`src/rtl/mips_pkg.sv`:
```
// ----------------------------------------------------------------------------
// mips_pkg
//   Shared definitions for the MIPS pipeline datapath.
//   - Write-back source select encodings (MemToReg) used by the MEM->WB stage
//     and by the control unit that drives it.
//   - Register-file constants ($zero index).
//   - Default datapath widths, used as parameter defaults by pipeline stages.
// ----------------------------------------------------------------------------
package mips_pkg;

    // Default datapath widths.
    localparam int DATA_W_DFLT     = 32;
    localparam int REG_ADDR_W_DFLT = 5;

    // Write-back source select. Encodings above WB_SEL_PC4 are not produced
    // by the decoder; the stage treats them like WB_SEL_ALU.
    typedef enum logic [1:0] {
        WB_SEL_ALU = 2'd0,
        WB_SEL_MEM = 2'd1,
        WB_SEL_PC4 = 2'd2
    } wb_sel_e;

    // Architectural $zero register index; writes to it are discarded.
    localparam int REG_ZERO = 0;

endpackage : mips_pkg

```
`src/rtl/pipe_reg_en_clr.sv`:
```
// ----------------------------------------------------------------------------
// pipe_reg_en_clr
//   Generic pipeline register group, updated on the FALLING clock edge.
//   Asynchronous active-low reset to zero, synchronous clear (priority) and
//   load enable.
//
// Parameters
//   WIDTH  register width in bits.
//
// Ports
//   clk    in   1      clock; state changes on negedge.
//   rst_n  in   1      asynchronous active-low reset, forces q to 0.
//   en     in   1      load d into q this edge.
//   clr    in   1      load 0 into q this edge; wins over en.
//   d      in   WIDTH  next value.
//   q      out  WIDTH  registered value.
// ----------------------------------------------------------------------------
module pipe_reg_en_clr #(
    parameter int WIDTH = 1
) (
    input  logic             clk,
    input  logic             rst_n,
    input  logic             en,
    input  logic             clr,
    input  logic [WIDTH-1:0] d,
    output logic [WIDTH-1:0] q
);

    always_ff @(negedge clk or negedge rst_n) begin
        if (!rst_n) begin
            q <= '0;
        end else if (clr) begin
            q <= '0;
        end else if (en) begin
            q <= d;
        end
    end

endmodule : pipe_reg_en_clr

```
`src/rtl/pipe_mem_wb_stage.sv`:
```
// ----------------------------------------------------------------------------
// pipe_mem_wb_stage
//   MEM->WB pipeline register with stall (hold), flush (bubble insert), valid
//   tracking, $zero write suppression, a registered write-back data mux and a
//   retired-instruction counter. All state changes on the FALLING clock edge;
//   every output comes straight from a register.
//
// Parameters
//   DATA_W      width of ReadDataRAM, ALUResult, PC_4 and WriteData.
//   REG_ADDR_W  register-file address width.
//   SEL_W       MemToReg select width (>= 2).
//   CNT_W       retired-instruction counter width (wraps, no saturation).
//
// Ports
//   clk            in   1           pipeline clock (negedge active).
//   reset          in   1           asynchronous active-low reset.
//   Stall          in   1           hold every W register this edge.
//   Flush          in   1           load a bubble this edge (beats Stall).
//   Valid_M        in   1           M stage holds a real instruction.
//   MemToReg_M     in   SEL_W       write-back source select.
//   RegWrite_M     in   1           M-stage register-write enable.
//   ReadDataRAM_M  in   DATA_W      data-RAM read data.
//   ALUResult_M    in   DATA_W      ALU result.
//   PC_4_M         in   DATA_W      PC+4 (jal link value).
//   WriteReg_M     in   REG_ADDR_W  destination register.
//   Valid_W        out  1           W stage holds a real instruction.
//   RegWrite_W     out  1           qualified register-file write enable.
//   WriteReg_W     out  REG_ADDR_W  destination register.
//   WriteData_W    out  DATA_W      selected write-back data.
//   MemToReg_W     out  SEL_W       registered select.
//   RetiredCount   out  CNT_W       instructions retired since reset.
// ----------------------------------------------------------------------------
module pipe_mem_wb_stage
    import mips_pkg::*;
#(
    parameter int DATA_W     = DATA_W_DFLT,
    parameter int REG_ADDR_W = REG_ADDR_W_DFLT,
    parameter int SEL_W      = 2,
    parameter int CNT_W      = 32
) (
    input  logic                  clk,
    input  logic                  reset,
    input  logic                  Stall,
    input  logic                  Flush,
    input  logic                  Valid_M,
    input  logic [SEL_W-1:0]      MemToReg_M,
    input  logic                  RegWrite_M,
    input  logic [DATA_W-1:0]     ReadDataRAM_M,
    input  logic [DATA_W-1:0]     ALUResult_M,
    input  logic [DATA_W-1:0]     PC_4_M,
    input  logic [REG_ADDR_W-1:0] WriteReg_M,
    output logic                  Valid_W,
    output logic                  RegWrite_W,
    output logic [REG_ADDR_W-1:0] WriteReg_W,
    output logic [DATA_W-1:0]     WriteData_W,
    output logic [SEL_W-1:0]      MemToReg_W,
    output logic [CNT_W-1:0]      RetiredCount
);

    // Control group layout: {Valid, RegWrite, WriteReg, MemToReg}.
    localparam int CTRL_W = 2 + REG_ADDR_W + SEL_W;

    // Write-back source mux. Unused encodings fall back to the ALU result so
    // a stray select never writes garbage from an unrelated source.
    function automatic logic [DATA_W-1:0] wb_select(
        input logic [SEL_W-1:0]  sel,
        input logic [DATA_W-1:0] alu,
        input logic [DATA_W-1:0] mem,
        input logic [DATA_W-1:0] pc4
    );
        logic [DATA_W-1:0] res;
        res = alu;
        if (sel == SEL_W'(WB_SEL_MEM)) begin
            res = mem;
        end else if (sel == SEL_W'(WB_SEL_PC4)) begin
            res = pc4;
        end
        return res;
    endfunction

    logic                  reg_write_q_p0;
    logic [CTRL_W-1:0]     ctrl_d_p0;
    logic [CTRL_W-1:0]     ctrl_q_p1;
    logic [DATA_W-1:0]     wb_data_p0;
    logic                  load_en;
    logic                  retire;
    logic [CNT_W-1:0]      cnt_next;

    // ---- M stage: qualify write enable and select write-back data ----------
    // A $zero destination or an invalid instruction must never reach the
    // register file or the forwarding unit as a write.
    assign reg_write_q_p0 = RegWrite_M & Valid_M
                          & (WriteReg_M != REG_ADDR_W'(REG_ZERO));

    assign ctrl_d_p0  = {Valid_M, reg_write_q_p0, WriteReg_M, MemToReg_M};
    assign wb_data_p0 = wb_select(MemToReg_M, ALUResult_M, ReadDataRAM_M, PC_4_M);

    // Flush is wired to the clear input, which beats enable, so Flush > Stall.
    assign load_en = ~Stall;

    // ---- W stage registers -------------------------------------------------
    pipe_reg_en_clr #(
        .WIDTH (CTRL_W)
    ) u_ctrl_reg (
        .clk   (clk),
        .rst_n (reset),
        .en    (load_en),
        .clr   (Flush),
        .d     (ctrl_d_p0),
        .q     (ctrl_q_p1)
    );

    pipe_reg_en_clr #(
        .WIDTH (DATA_W)
    ) u_data_reg (
        .clk   (clk),
        .rst_n (reset),
        .en    (load_en),
        .clr   (Flush),
        .d     (wb_data_p0),
        .q     (WriteData_W)
    );

    assign {Valid_W, RegWrite_W, WriteReg_W, MemToReg_W} = ctrl_q_p1;

    // ---- Retirement counter ------------------------------------------------
    // The W entry retires whenever it leaves the stage: a normal advance, or
    // being replaced by a flush. A stalled entry has not left yet.
    assign retire   = Valid_W & (~Stall | Flush);
    assign cnt_next = RetiredCount + CNT_W'(1);

    pipe_reg_en_clr #(
        .WIDTH (CNT_W)
    ) u_cnt_reg (
        .clk   (clk),
        .rst_n (reset),
        .en    (retire),
        .clr   (1'b0),
        .d     (cnt_next),
        .q     (RetiredCount)
    );

endmodule : pipe_mem_wb_stage
```
`config.mk`:
```
export PLATFORM = sky130hd
export DESIGN_NAME = pipe_mem_wb_stage
export DESIGN_NICKNAME = d
export VERILOG_FILES = /design/src/rtl/mips_pkg.sv /design/src/rtl/pipe_reg_en_clr.sv /design/src/rtl/pipe_mem_wb_stage.sv
export SDC_FILE = /design/constraint.sdc
export NUM_CORES = 1
export LEC_CHECK = 0
export ABC_AREA = 1
export CAP_MARGIN = 20
export CORE_AREA = 8 8 103 105
export DETAILED_ROUTE_END_ITERATION = 8
export DIE_AREA = 0 0 111 113
export GPL_ROUTABILITY_DRIVEN = 0
export HOLD_SLACK_MARGIN = 0.02
export MAX_ROUTING_LAYER = met4
export PLACE_DENSITY = 0.84
export SYNTH_ARGS = -nofsm -noshare
export SYNTH_HDL_FRONTEND = slang
export SYNTH_SLANG_ARGS = --single-unit
```
`constraint.sdc`:
```
create_clock -name clk -period 3.4 [get_ports clk]
set_input_delay 0.34 -clock clk [delete_from_list [all_inputs] [get_ports clk]]
set_output_delay 0.34 -clock clk [all_outputs]
set_load 0.01 [all_outputs]
```
==> impl_metrics.ini <==
[grt]
grt_pass1_vias = 4690
grt_pass1_wl_mm = 23.25
grt_max_degree = 49
overflow = 0
antenna_found_initial = 1
track_usage_pct = 23.08

[setup_path]
crit_family = buffers and inverters
path_max_fanout = 2
cp.depth = 1
worstPathArrival_ns = 3.05
timing.critical_path.buf_inv = 1
required_ns = 3.06
ff2ff_path_depth = 7
slowest_delay_ns = 0.59
crit_chain = clkdlybuf4s50_1
criticalPathCategory = flop to primary output
startpoint_type = flop
slowest_stage = clkdlybuf4s50_1
cp-end-kind = primary output

[cells_and_area]
nets = 838
nFillCells = 646
final_cells = 845
drive_above_1_share_pct = 9.823
area_growth_pct = 59.99
fin_util_pct = 72.00

[synth]
ys_top_cells_by_count = nand2_1 (149), nand3_1 (118), dfrtn_1 (73), nor2_1 (34), o211ai_1 (32)
async_flop_share_pct = 100.0
synth_area_leaders = dfrtn_1 (45%), nand3_1 (15%), nand2_1 (14%)
synth.most_common_cell = nand2_1
syn_nets = 636
synth.top_cell.area_share_pct = 45.22
ys_seq_area_share_pct = 45.22
syn_area_um2 = 4040
synth_seq_cells = 73
yosysWarnings = 0
ys.flop_type = dfrtn_1
syn_inst = 526
synth_cell_types = 24
synth_edf_count = 0
syn_avg_cell_area_um2 = 7.681
yosysTopAreaCell = dfrtn_1

[timing]
finalSetupViolations = 0
fin_skew_ns = 0.006342
finalHoldViolCount = 0
maxSlewHeadroom_pct = 72.96
worst_pin_slew_ns = 0.4055
timing.final.max_slew_violations = 0
grt_setup_unrepaired = no
fin_ws_ns = 0.01294

[clock_network]
hold_buffers = 0
clockRootBuffer = clkbuf_8
numCtsBuffers = 9
cts_tree = done
clkTransAtPathRegs_ns = 0.05
h-tree-depth = 3
cts.path.max_buffers = 2
clock_latency_ns = 0.33
clock-sinks = 73

[drt]
viasPerCell = 5.373
drt-initial-drc-count = 252
drt_pre_antenna_iters = 5
ant_nets = 0
drc_errors = 0
wl_per_cell_um = 17.09
drt_wl_total_mm = 14.44
vias = 4540

[pwr]
clockPowerShare_pct = 33.7
p_leak_nw = 3.280
pwr-share-seq_pct = 43.1
switching_power_mw = 0.6355
cellInternalPower_mw = 1.674
power_frac_comb_pct = 23.2
sw_frac_of_total_pct = 27.51
ir_drop_mv = 0.2033
powerDensity_nw_per_um2 = 357.4

[place]
place_ws_ns = -0.1137
io_buffers = 181
dp.cells = 818
post-dp-hpwl_mm = 11.20

[worst_hold_path]
hold_depth = 2
worstHoldPathType = flop to flop

[status]
status = finished, final reports clean

[floorplanning]
dieArea_um2 = 12540
floorplan.rows = 35
core_um2 = 8977
io_pins = 182
fp.dieH_um = 113
start_util_pct = 45.00
die_w_um = 111

[flow_run]
cap_viol_max_count = 0
repair_timing:
| action | in CTS | in global routing |
|---|---|---|
| buffers inserted | 10 | 0 |
| gates resized for setup | 18 | 18 |
| endpoints found under the setup margin | 28 | 18 |
power groups by stage:
stage / combinational, mW / sequential, mW / clock [mW]
after floorplan: 0.173 / 1.03 / 0
after CTS: 0.544 / 0.996 / 0.789
after global routing: 0.584 / 1.01 / 0.833
after detailed placement: 0.542 / 1.02 / 0
after global placement: 0.528 / 1.02 / 0
final: 0.535 / 0.996 / 0.779
metrics by stage:
stage | area (um2) | setup TNS (ns) | hold slack (ns) | total power, mW
finish | 6464 | 0 | 0.4569 | 2.310
global route | 6464 | 0 | 0.4852 | 2.422
CTS | 6416 | 0 | 0.4610 | 2.328
detailed placement | 6135 | -1.199 | 0.4567 | 1.560
global placement | 6135 | -0.1429 | 0.4547 | 1.543
floorplan | 4040 | 0 | 0.4729 | 1.205
flip-flops by register name, indices dropped and copies added, names as in the netlist:
name,cells
u_ctrl_reg.q,9
u_cnt_reg.q,32
u_data_reg.q,32
worst paths after layout:
kind                                    end  slack, ns        startpoint
setup / recovery            WriteData_W[20]       0.01  u_data_reg.q[20]
hold / removal             u_data_reg.q[12]       0.46  u_data_reg.q[12]
setup reg to reg            u_cnt_reg.q[12]       1.66    u_cnt_reg.q[0]
hold reg to reg            u_data_reg.q[12]       0.46  u_data_reg.q[12]
max in group asynchronous  u_data_reg.q[27]       1.31             reset
min in group asynchronous   u_data_reg.q[4]       1.50             reset
metal layers:
| metal | up-vias | routed length (um) | global-route usage [%] |
|---|---|---|---|
| met5 | - | 0 | - |
| met4 | 0 | 184 | 6.396 |
| met3 | 19 | 1105 | 6.772 |
| met2 | 232 | 7184 | 39.23 |
| met1 | 2120 | 5966 | 25.92 |
| li1 | 2169 | - | - |
cell families (layout without fill, tap and decap cells):
kind of cell             Yosys count  in the layout  synth area share (%)
other                              0              1                     0
AND/OR/NAND/NOR                  329            329                 36.57
adder cells (fa/ha/maj)            1              1                0.3096
XOR/XNOR                          20             20                 4.336
flip-flops                        73             73                 45.22
buffers and inverters             60            267                 5.977
AO/OA/AOI/OAI                     43             43                 7.588
placed cells by master, fill, tap and decap left out, types with 2 or more instances in the layout:
master / count
xnor2_1: 10
bufinv_16: 2
clkdlybuf4s50_1: 143
nand2_2: 2
nor2_1: 34
nor2_2: 5
buf_12: 5
clkbuf_8: 11
dlymetal6s2s_1: 18
o21ai_0: 10
inv_1: 29
dlygate4sd2_1: 18
nand3_1: 118
nand4_1: 9
nor3_1: 3
nand2_4: 2
dfrtn_1: 73
nand2_1: 149
nor2_4: 2
xor2_1: 10
inv_2: 3
o211ai_1: 32
clkinv_2: 2
buf_4: 34
nand3b_1: 4
final cells by class:
type	instances	area [um2]	area share, %
tap	111	138.9	2.149
multi-input combinational	393	1972	30.51
timing repair buffer	219	2175	33.64
clock inverter	5	77.57	1.200
clock buffer	11	151.4	2.342
sequential	73	1827	28.26
inverter	32	120.1	1.858
antenna	1	2.502	0.03871
No activity file was read; power rests on OpenSTA's default activity.
